$ cat src/rtl/uart_rx_pkg.sv
// rtl/uart_rx_pkg.sv - shared state type and prescale constants for uart_rx_v2
package uart_rx_pkg;

  typedef enum logic [2:0] {
    ST_IDLE   = 3'd0,
    ST_START  = 3'd1,
    ST_DATA   = 3'd2,
    ST_PARITY = 3'd3,
    ST_STOP   = 3'd4,
    ST_STOP2  = 3'd5
  } rx_state_e;

  localparam logic [5:0] PRESCALE_8       = 6'd8;
  localparam logic [5:0] PRESCALE_16      = 6'd16;
  localparam logic [5:0] PRESCALE_32      = 6'd32;
  localparam logic [5:0] PRESCALE_DEFAULT = PRESCALE_16;

  // Any prescale outside the supported set falls back to the default rate.
  function automatic logic [5:0] legal_prescale(input logic [5:0] p);
    if (p == PRESCALE_8 || p == PRESCALE_16 || p == PRESCALE_32) begin
      return p;
    end
    return PRESCALE_DEFAULT;
  endfunction

endpackage

$ cat src/rtl/uart_rx_fifo.sv
// rtl/uart_rx_fifo.sv - receive word FIFO, head word presented combinationally
module uart_rx_fifo #(
  parameter int WIDTH = 10,
  parameter int DEPTH = 4
) (
  input  logic             clk,
  input  logic             rst,
  input  logic             wr_en_i,
  input  logic [WIDTH-1:0] wr_data_i,
  input  logic             rd_en_i,
  output logic [WIDTH-1:0] rd_data_o,
  output logic             empty_o,
  output logic             full_o
);

  localparam int AW = $clog2(DEPTH);

  logic [WIDTH-1:0] mem_q [DEPTH];
  logic [AW:0]      wr_ptr_q;
  logic [AW:0]      rd_ptr_q;
  logic             do_rd;
  logic             do_wr;

  assign empty_o   = (wr_ptr_q == rd_ptr_q);
  assign full_o    = (wr_ptr_q[AW] != rd_ptr_q[AW]) &&
                     (wr_ptr_q[AW-1:0] == rd_ptr_q[AW-1:0]);
  assign rd_data_o = mem_q[rd_ptr_q[AW-1:0]];

  // A pop frees the head slot, so a write is accepted while full when a pop coincides.
  assign do_rd = rd_en_i && !empty_o;
  assign do_wr = wr_en_i && (!full_o || do_rd);

  // Pointer update; the extra MSB distinguishes full from empty.
  always_ff @(posedge clk) begin
    if (rst) begin
      wr_ptr_q <= '0;
      rd_ptr_q <= '0;
    end else begin
      if (do_wr) wr_ptr_q <= wr_ptr_q + 1'b1;
      if (do_rd) rd_ptr_q <= rd_ptr_q + 1'b1;
    end
  end

  // Storage array; contents need no reset because the pointers define validity.
  always_ff @(posedge clk) begin
    if (do_wr) mem_q[wr_ptr_q[AW-1:0]] <= wr_data_i;
  end

endmodule

$ cat src/rtl/uart_rx_v2.sv
// rtl/uart_rx_v2.sv - oversampling UART receiver; FIFO output when UART_RX_FIFO_EN is defined
module uart_rx_v2
  import uart_rx_pkg::*;
#(
  parameter int DATA_WIDTH = 8,
  parameter int FIFO_DEPTH = 4
) (
  input  logic                  clk,
  input  logic                  rst,
  input  logic                  rx_in,
  input  logic [5:0]            prescale,
  input  logic                  par_en,
  input  logic                  par_type,
  input  logic                  stop2,
  input  logic                  rd_en,
  output logic [DATA_WIDTH-1:0] p_data,
  output logic                  data_valid,
  output logic                  par_err,
  output logic                  stop_err,
  output logic                  overrun,
  output logic                  busy
);

  rx_state_e             state_q, state_d;
  logic                  sync1_q, sync2_q, prev_q;
  logic [5:0]            cnt_q, cnt_d;
  logic [3:0]            bit_q, bit_d;
  logic [DATA_WIDTH-1:0] shift_q, shift_d;
  logic [5:0]            pre_q, pre_d;
  logic                  pe_q, pe_d, pt_q, pt_d, s2_q, s2_d;
  logic                  pbit_q, pbit_d, serr_q, serr_d;
  logic                  commit_q, commit_d;
  logic                  s0_q, s1_q;

  logic       rx_s;
  logic [5:0] half, half_m1, half_p1, last;
  logic       vote, at_vote, at_end, perr;

  assign rx_s    = sync2_q;
  assign half    = {1'b0, pre_q[5:1]};
  assign half_m1 = half - 6'd1;
  assign half_p1 = half + 6'd1;
  assign last    = pre_q - 6'd1;
  assign at_vote = (cnt_q == half_p1);
  assign at_end  = (cnt_q == last);
  assign vote    = (s0_q & s1_q) | (s0_q & rx_s) | (s1_q & rx_s);
  assign perr    = pe_q & (^shift_q ^ pbit_q ^ pt_q);
  assign busy    = (state_q != ST_IDLE);

  // Two-flop synchroniser plus one delayed copy for falling-edge detection.
  always_ff @(posedge clk) begin
    if (rst) begin
      sync1_q <= 1'b1;
      sync2_q <= 1'b1;
      prev_q  <= 1'b1;
    end else begin
      sync1_q <= rx_in;
      sync2_q <= sync1_q;
      prev_q  <= sync2_q;
    end
  end

  // Capture the first two of the three mid-bit samples; the third is live at vote time.
  always_ff @(posedge clk) begin
    if (rst) begin
      s0_q <= 1'b1;
      s1_q <= 1'b1;
    end else begin
      if (cnt_q == half_m1) s0_q <= rx_s;
      if (cnt_q == half)    s1_q <= rx_s;
    end
  end

  // Frame state, bit timing and latched per-frame configuration.
  always_ff @(posedge clk) begin
    if (rst) begin
      state_q  <= ST_IDLE;
      cnt_q    <= '0;
      bit_q    <= '0;
      shift_q  <= '0;
      pre_q    <= PRESCALE_DEFAULT;
      pe_q     <= 1'b0;
      pt_q     <= 1'b0;
      s2_q     <= 1'b0;
      pbit_q   <= 1'b0;
      serr_q   <= 1'b0;
      commit_q <= 1'b0;
    end else begin
      state_q  <= state_d;
      cnt_q    <= cnt_d;
      bit_q    <= bit_d;
      shift_q  <= shift_d;
      pre_q    <= pre_d;
      pe_q     <= pe_d;
      pt_q     <= pt_d;
      s2_q     <= s2_d;
      pbit_q   <= pbit_d;
      serr_q   <= serr_d;
      commit_q <= commit_d;
    end
  end

  // Next-state logic: votes land at mid-bit, bit boundaries at count P-1.
  always_comb begin
    state_d  = state_q;
    cnt_d    = at_end ? 6'd0 : cnt_q + 6'd1;
    bit_d    = bit_q;
    shift_d  = shift_q;
    pre_d    = pre_q;
    pe_d     = pe_q;
    pt_d     = pt_q;
    s2_d     = s2_q;
    pbit_d   = pbit_q;
    serr_d   = serr_q;
    commit_d = 1'b0;
    case (state_q)
      ST_IDLE: begin
        cnt_d = 6'd0;
        if (prev_q && !rx_s) begin
          state_d = ST_START;
          cnt_d   = 6'd1;
          bit_d   = '0;
          pbit_d  = 1'b0;
          serr_d  = 1'b0;
          pre_d   = legal_prescale(prescale);
          pe_d    = par_en;
          pt_d    = par_type;
          s2_d    = stop2;
        end
      end
      ST_START: begin
        if (at_vote && vote) begin
          state_d = ST_IDLE;
          cnt_d   = 6'd0;
        end else if (at_end) begin
          state_d = ST_DATA;
        end
      end
      ST_DATA: begin
        if (at_vote) shift_d = {vote, shift_q[DATA_WIDTH-1:1]};
        if (at_end) begin
          if (bit_q == 4'(DATA_WIDTH - 1)) begin
            bit_d   = '0;
            state_d = pe_q ? ST_PARITY : ST_STOP;
          end else begin
            bit_d = bit_q + 4'd1;
          end
        end
      end
      ST_PARITY: begin
        if (at_vote) pbit_d = vote;
        if (at_end)  state_d = ST_STOP;
      end
      ST_STOP: begin
        if (at_vote) begin
          serr_d = serr_q | ~vote;
          if (!s2_q) begin
            state_d  = ST_IDLE;
            cnt_d    = 6'd0;
            commit_d = 1'b1;
          end
        end else if (at_end) begin
          state_d = ST_STOP2;
        end
      end
      ST_STOP2: begin
        if (at_vote) begin
          serr_d   = serr_q | ~vote;
          state_d  = ST_IDLE;
          cnt_d    = 6'd0;
          commit_d = 1'b1;
        end
      end
      default: begin
        state_d = ST_IDLE;
        cnt_d   = 6'd0;
      end
    endcase
  end

`ifdef UART_RX_FIFO_EN
  logic [DATA_WIDTH+1:0] fifo_head;
  logic                  fifo_empty, fifo_full;
  logic                  overrun_q;

  uart_rx_fifo #(
    .WIDTH (DATA_WIDTH + 2),
    .DEPTH (FIFO_DEPTH)
  ) u_fifo (
    .clk       (clk),
    .rst       (rst),
    .wr_en_i   (commit_q),
    .wr_data_i ({serr_q, perr, shift_q}),
    .rd_en_i   (rd_en),
    .rd_data_o (fifo_head),
    .empty_o   (fifo_empty),
    .full_o    (fifo_full)
  );

  assign data_valid = !fifo_empty;
  assign {stop_err, par_err, p_data} = fifo_empty ? '0 : fifo_head;
  assign overrun = overrun_q;

  // A commit into a full FIFO is lost unless a pop frees a slot that same cycle.
  always_ff @(posedge clk) begin
    if (rst) overrun_q <= 1'b0;
    else     overrun_q <= commit_q && fifo_full && !rd_en;
  end
`else
  logic [DATA_WIDTH-1:0] p_data_q;
  logic                  valid_q, par_err_q, stop_err_q;
  logic                  unused_rd_en;
  logic [31:0]           unused_fifo_depth;

  assign unused_rd_en      = rd_en;
  assign unused_fifo_depth = FIFO_DEPTH;
  assign p_data            = p_data_q;
  assign data_valid        = valid_q;
  assign par_err           = par_err_q;
  assign stop_err          = stop_err_q;
  assign overrun           = 1'b0;

  // Single output register; data_valid is a one-cycle strobe per committed frame.
  always_ff @(posedge clk) begin
    if (rst) begin
      p_data_q   <= '0;
      valid_q    <= 1'b0;
      par_err_q  <= 1'b0;
      stop_err_q <= 1'b0;
    end else begin
      valid_q <= commit_q;
      if (commit_q) begin
        p_data_q   <= shift_q;
        par_err_q  <= perr;
        stop_err_q <= serr_q;
      end
    end
  end
`endif

endmodule

$ cat config.mk
export PLATFORM = sky130hd
export DESIGN_NAME = uart_rx_v2
export DESIGN_NICKNAME = d
export VERILOG_FILES = /design/src/rtl/uart_rx_pkg.sv /design/src/rtl/uart_rx_fifo.sv /design/src/rtl/uart_rx_v2.sv
export SDC_FILE = /design/constraint.sdc
export NUM_CORES = 1
export LEC_CHECK = 0
export CORE_UTILIZATION = 38
export DETAILED_ROUTE_END_ITERATION = 10
export PLACE_DENSITY = 0.61
export RECOVER_POWER = 100
export SLEW_MARGIN = 10
export SYNTH_ARGS = -nofsm -noshare
export SYNTH_HDL_FRONTEND = slang
export SYNTH_HIERARCHICAL = 1
export SYNTH_SLANG_ARGS = --single-unit
$ cat constraint.sdc
create_clock -name clk -period 5 [get_ports clk]
set_input_delay 1 -clock clk [delete_from_list [all_inputs] [get_ports clk]]
set_output_delay 1 -clock clk [all_outputs]
set_load 0.02 [all_outputs]
==> impl_metrics.env, run 1 <==
export IMPL_synth_area_top_cells="dfxtp_1, xnor2_1, xor2_1, mux2i_1, nor2_1"
export IMPL_syn_area_sq_um=2650
export IMPL_cts_resized=0
export IMPL_hp_class="flop to flop"
export IMPL_dr_pass1_iters=4
export IMPL_grt_pass1_vias=2105
export IMPL_wl_per_cell_um=13.7
export IMPL_grt_max_degree=26
export IMPL_fin_crit_ns=3.47
export IMPL_worstPathMaxFanout=16
export IMPL_synth_area_per_cell_sq_um=8.30
export IMPL_r2r_slack_ns=1.53
export IMPL_status="completed"
export IMPL_drc_errors=0
export IMPL_syn_instance_count=319
export IMPL_rsz0062_at_grt="false"
export IMPL_cp_required_ns=5.24
export IMPL_wirelength_um=5640
export IMPL_final_net_count=350
export IMPL_clk_path_buf_depth=2
export IMPL_antenna_cells=0
export IMPL_drt_iter0_drc=112
export IMPL_routabilityCongestion=0.842
export IMPL_timing_final_max_slew_violations=0
export IMPL_ir_drop_uv=137
export IMPL_syn2layout_area_growth_pct=11.8
export IMPL_die_width_um=85.5
export IMPL_gr_total_overflow=0
export IMPL_postCtsHoldBufs=0
export IMPL_grt_pass1_wl_um=9710
export IMPL_htreeDepth=2
export IMPL_layout_commonest_cell="dfxtp_1"
export IMPL_dieArea_sq_um=7310
export IMPL_synth_top_area_share_pct=37.0
export IMPL_finalSetupTns_ns=0
export IMPL_synthFlopType="dfxtp_1"
export IMPL_reg2reg_depth=10
export IMPL_grt_total_usage_pct=16.4
export IMPL_ios=26
export IMPL_mostFrequentLayoutCells="dfxtp_1, nor2_1, nand2_1, a21oi_1, xnor2_1"
export IMPL_clkTransAtPathRegs_ns=0.09
export IMPL_critPathLaunchType="flop"
export IMPL_synth_seq_cells=49
export IMPL_setup_viol=0
export IMPL_drv_cap=0
export IMPL_leakagePower_nw=1.07
export IMPL_syn_nets=338
export IMPL_cts_made_buffers=5
export IMPL_cts_setup_buffers=0
export IMPL_crit_chain="inv_1, ha_1, xor2_1, nand2b_1, or4_1, nor2_1, clkbuf_1, mux2_1, a31oi_1, mux2i_1"
export IMPL_die_height_um=85.5
export IMPL_cts_root_buffer_cell="clkbuf_8"
export IMPL_r2r_start="pre_q[2]"
export IMPL_synthArstFlopShare_pct=0
export IMPL_core_area_sq_um=6760
export IMPL_cp_slowest_cell="clkbuf_1"
export IMPL_place_area_sq_um=2900
export IMPL_fin_skew_ns=0.00858
export IMPL_path_class="flop to flop"
export IMPL_hpwlAfterDp_um=3890
export IMPL_min_to="rx_s"
export IMPL_clock_latency_ns=0.30
export IMPL_antenna_found_initial=0
export IMPL_synth_edf_count=0
export IMPL_yosysSeqAreaShare_pct=37.0
export IMPL_cts_tree="done"
export IMPL_critPathMaxStageDelay_ns=0.54
export IMPL_r2r_end="state_q[1]"
export IMPL_powerDensity_nw_per_um2=292
export IMPL_numPortBuffers=23
export IMPL_fmax_mhz=289
export IMPL_dpl_worst_slack_ns=1.97
export IMPL_hold_viol=0
export IMPL_fin_crit_sh_pct=69.3
export IMPL_total_power_w=0.000865
export IMPL_worstMarginPinSlew_ns=0.956
export IMPL_hold_depth=1
export IMPL_postLayoutSetupSlackWorst_ns=1.53
export IMPL_num_vias=2187
export IMPL_drive_above_1_share_pct=4.52
export IMPL_yosys_warnings=6
export IMPL_min_from="sync1_q"
export IMPL_clock_sinks=49
export IMPL_num_rows=30
export IMPL_ant_nets=0
export IMPL_cp_arrival_ns=3.70
export IMPL_endpoint_kind="flop"
export IMPL_stdcell_area_sq_um=2960
export IMPL_yosysTopAreaCell="dfxtp_1"
export IMPL_vias_per_cell=5.31
export IMPL_initial_core_util_pct=39.2
export IMPL_synth_cell_types=55
export IMPL_slew_headroom_pct=36.1
per-layer routing:
metal	routed length [um]	share of wire [%]	track usage (%)
met1	2930	52	22.6
met5	0	0	0
met2	2490	44	26.4
met4	67	1.2	5.45
met3	155	2.7	2.69
cell type report:
class                      count  area, sq um
clock buffer                   7         76.3
clock inverter                 1         7.51
fill                         691         3790
inverter                       8         30.0
multi-input combinational    242         1530
sequential                    49          981
tap                           80          100
timing repair buffer          25          238
cell families after synthesis:
family,count (synthesis),share of synthesized area [%]
XOR/XNOR,34,11.5
buffers and inverters,28,4.68
AO/OA/AOI/OAI,51,12.8
adder cells (fa/ha/maj),6,2.83
AND/OR/NAND/NOR,137,26.0
multiplexers,13,4.96
flip-flops,49,37.0
other,1,0.142
synth_stat cells, drive strengths merged, types with 2 or more instances:
library cell / n
dfxtp: 49
nor2: 32
nand2: 31
a21oi: 22
xnor2: 20
nand3: 18
xor2: 14
clkbuf: 13
nor3: 13
mux2i: 12
and3: 8
nand2b: 8
buf: 7
inv: 7
o21ai: 7
ha: 6
a31oi: 4
or2: 4
and2: 3
nor2b: 3
nor4: 3
o21a: 3
o41ai: 3
or4: 3
nand3b: 2
nand4: 2
nand4b: 2
o311ai: 2
sequential cells by signal, summed over array words and instances (netlist names), 3 cells and up:
| register | count |
|---|---|
| pre_q | 6 |
| cnt_q | 6 |
| p_data | 8 |
| bit_q | 4 |
| shift_q | 8 |
| state_q | 3 |
where the power goes:
group,switching (W),internal [W]
sequential,0.0000348,0.000406
clock,0.000131,0.0000993
combinational,0.000112,0.0000810
per-stage QoR:
stage / util (%) / cells / hold WS, ns
after global placement: 42.9 / 404 / 0.397
after CTS: 44.2 / 412 / 0.418
after floorplan: - / 319 / 0.389
after global routing: 43.8 / 412 / 0.427
after detailed placement: 42.9 / 404 / 0.394
final: 43.8 / 412 / 0.414
worst max-delay path by stage:
| stage | start | end | slack, ns | depth (start not counted) |
|---|---|---|---|---|
| 2_1_floorplan | pre_q[2] | state_q[0] | 2.21 | 10 |
| 3_3_place_gp | pre_q[2] | state_q[0] | 2.00 | 9 |
| 3_5_place_dp | pre_q[2] | state_q[0] | 1.97 | 9 |
| 4_1_cts | pre_q[2] | state_q[0] | 1.95 | 9 |
| 5_1_grt | pre_q[2] | state_q[2] | 1.27 | 10 |
| 6_report | pre_q[2] | state_q[1] | 1.53 | 10 |
critical path, delay by kind of cell, from the launching register on:
kind                     cells  cell delay [ns]
AND/OR/NAND/NOR              3             0.75
multiplexers                 2             0.60
adder cells (fa/ha/maj)      1             0.30
AO/OA/AOI/OAI                1             0.39
buffers and inverters        2             0.69
flip-flops                   1             0.50
XOR/XNOR                     1             0.16
(Power assumes the default switching activity.)
==> run 2: changes to the inputs <==
==> constraint.sdc (replaced) <==
create_clock -name clk -period 3.6 [get_ports clk]
set_input_delay 0.72 -clock clk [delete_from_list [all_inputs] [get_ports clk]]
set_output_delay 0.72 -clock clk [all_outputs]
set_load 0.02 [all_outputs]
==> run 2 against run 1 <==
The run now ends with max-capacitance violations, max-slew violations left. Non-clock buffer count grew 2. Critical path depth decreased by 1. Clock skew decreased by 0.00054 ns. Largest power group unchanged. Die area unchanged. Critical endpoint is now state_q[0]. Worst setup slack got worse by 1.0 ns. Maximum frequency up 12%. Cell area grew 1.9%.
==> impl_metrics.env, run 2 (synthesized netlist as in run 1, its figures left out) <==
export IMPL_fmax_mhz=324
export IMPL_routabilityCongestion=0.856
export IMPL_critPathLaunchType="flop"
export IMPL_antenna_found_initial=0
export IMPL_numPortBuffers=23
export IMPL_place_area_sq_um=2920
export IMPL_reg2reg_depth=9
export IMPL_wirelength_um=5580
export IMPL_timing_final_max_slew_violations=34
export IMPL_fin_crit_ns=3.09
export IMPL_vias_per_cell=5.34
export IMPL_setup_viol=0
export IMPL_critPathMaxStageDelay_ns=0.50
export IMPL_hp_class="flop to flop"
export IMPL_finish_utilization_pct=44.6
export IMPL_cts_made_buffers=5
export IMPL_layout_commonest_cell="dfxtp_1"
export IMPL_ios=26
export IMPL_crit_chain="inv_1, ha_1, xor2_1, nand2b_1, or4_1, or4_1, a311o_1, nor3b_1, a41o_1"
export IMPL_p_clk_share_pct=31.1
export IMPL_grt_max_degree=34
export IMPL_wl_per_cell_um=13.5
export IMPL_slew_headroom_pct=-1.52
export IMPL_antenna_cells=0
export IMPL_mostFrequentLayoutCells="dfxtp_1, nor2_1, nand2_1, a21oi_1, xnor2_1"
export IMPL_rsz0062_at_grt="false"
export IMPL_fin_skew_ns=0.00804
export IMPL_ir_drop_uv=252
export IMPL_fin_crit_sh_pct=85.7
export IMPL_dpl_worst_slack_ns=0.586
export IMPL_r2r_start="pre_q[2]"
export IMPL_drive_above_1_share_pct=5.69
export IMPL_syn2layout_area_growth_pct=13.9
export IMPL_worstPathMaxFanout=8
export IMPL_p_sw_w=0.000406
export IMPL_htreeDepth=2
export IMPL_drt_iter0_drc=92
export IMPL_cp_required_ns=3.80
export IMPL_cp_slowest_cell="dfxtp_1"
export IMPL_cp_arrival_ns=3.29
export IMPL_final_net_count=352
export IMPL_globalRoute_busiestLayer="met2"
export IMPL_initial_core_util_pct=39.2
export IMPL_cp_endpoint="state_q[0]"
export IMPL_gr_total_overflow=0
export IMPL_path_class="flop to flop"
export IMPL_hold_viol=0
export IMPL_clkTransAtPathRegs_ns=0.09
export IMPL_grt_pass1_vias=2054
export IMPL_crit_start="pre_q[2]"
export IMPL_power_share_sequential_pct=47.4
export IMPL_use_met2_pct=25.6
export IMPL_fill_cells=679
export IMPL_switching_share_pct=31.2
export IMPL_clk_path_buf_depth=2
export IMPL_postLayoutSetupSlackWorst_ns=0.514
export IMPL_num_vias=2211
export IMPL_clock_latency_ns=0.31
export IMPL_r2r_slack_ns=0.51
export IMPL_core_area_sq_um=6760
export IMPL_final_cells=414
export IMPL_endpoint_kind="flop"
export IMPL_dpl_cell_count=406
export IMPL_cts_root_buffer_cell="clkbuf_8"
export IMPL_leakagePower_nw=1.10
export IMPL_die_width_um=85.5
export IMPL_cts_setup_buffers=0
export IMPL_powerDensity_nw_per_um2=430
export IMPL_use_met1_pct=22.6
export IMPL_worstMarginPinSlew_ns=1.52
export IMPL_grt_pass1_wl_um=9520
export IMPL_cts_resized=0
export IMPL_drv_cap=1
export IMPL_die_height_um=85.5
export IMPL_postCtsHoldBufs=0
export IMPL_ant_nets=0
export IMPL_num_rows=30
export IMPL_grt_use_met3_pct=2.31
export IMPL_crit_top_cell="or4_1"
export IMPL_cts_tree="done"
export IMPL_hpwlAfterDp_um=4050
export IMPL_violations="max-capacitance violations, max-slew violations"
export IMPL_grt_total_usage_pct=16.0
export IMPL_clock_sinks=49
export IMPL_finalSetupTns_ns=0
export IMPL_power_internal_w=0.000893
export IMPL_dieArea_sq_um=7310
export IMPL_p_comb_share_pct=21.5
export IMPL_status="finished with violations"
export IMPL_drc_errors=0
export IMPL_stdcell_area_sq_um=3020
export IMPL_dr_pass1_iters=4
export IMPL_r2r_end="state_q[0]"
run 2: cell count changes in the layout (fill, tap and decap cells not counted), sizes merged:
cell | previous run | this run
bufinv | 0 | 1
clkbuf | 9 | 8
clkinvlp | 1 | 0
buf | 0 | 1
clkinv | 1 | 2
inv | 7 | 8
run 2: final cells by class:
class | count | area [sq um] | area share, %
sequential | 49 | 981 | 32.5
multi-input combinational | 242 | 1540 | 51.2
clock inverter | 3 | 43.8 | 1.45
inverter | 8 | 30.0 | 0.995
timing repair buffer | 27 | 249 | 8.25
clock buffer | 5 | 68.8 | 2.28
tap | 80 | 100 | 3.32
run 2: worst min path at each step:
| stage | start | endpoint | depth (start not counted) |
|---|---|---|---|
| global placement | sync1_q | rx_s | 1 |
| global route | sync1_q | rx_s | 1 |
| finish | sync1_q | rx_s | 1 |
| floorplan | sync1_q | rx_s | 1 |
| CTS | sync1_q | rx_s | 1 |
| detailed placement | sync1_q | rx_s | 1 |
run 2: through the flow:
step,hold WS (ns),total power [W]
5_1_grt,0.444,0.00136
3_3_place_gp,0.396,0.000909
2_1_floorplan,0.389,0.000832
6_report,0.424,0.00130
3_5_place_dp,0.400,0.000911
4_1_cts,0.427,0.00131
run 2: power groups by stage:
stage	Sequential, W	Combinational, W	Clock (W)
4_1_cts	0.000615	0.000285	0.000412
2_1_floorplan	0.000597	0.000235	0
3_5_place_dp	0.000628	0.000283	0
3_3_place_gp	0.000627	0.000281	0
6_report	0.000615	0.000280	0.000403
5_1_grt	0.000621	0.000309	0.000433
run 2: routing by layer:
layer,routed length (um),vias up
met5,0,-
met4,85,0
met3,189,7
met2,2470,43
met1,2840,1036
li1,-,1125
run 2: critical path: cells and delay by family, from the launching register on:
family | cells | cell delay, ns
flops | 1 | 0.50
simple gates | 4 | 1.24
xor+xnor | 1 | 0.16
compound gates | 2 | 0.63
buf+inv | 1 | 0.15
fa+ha+maj | 1 | 0.31
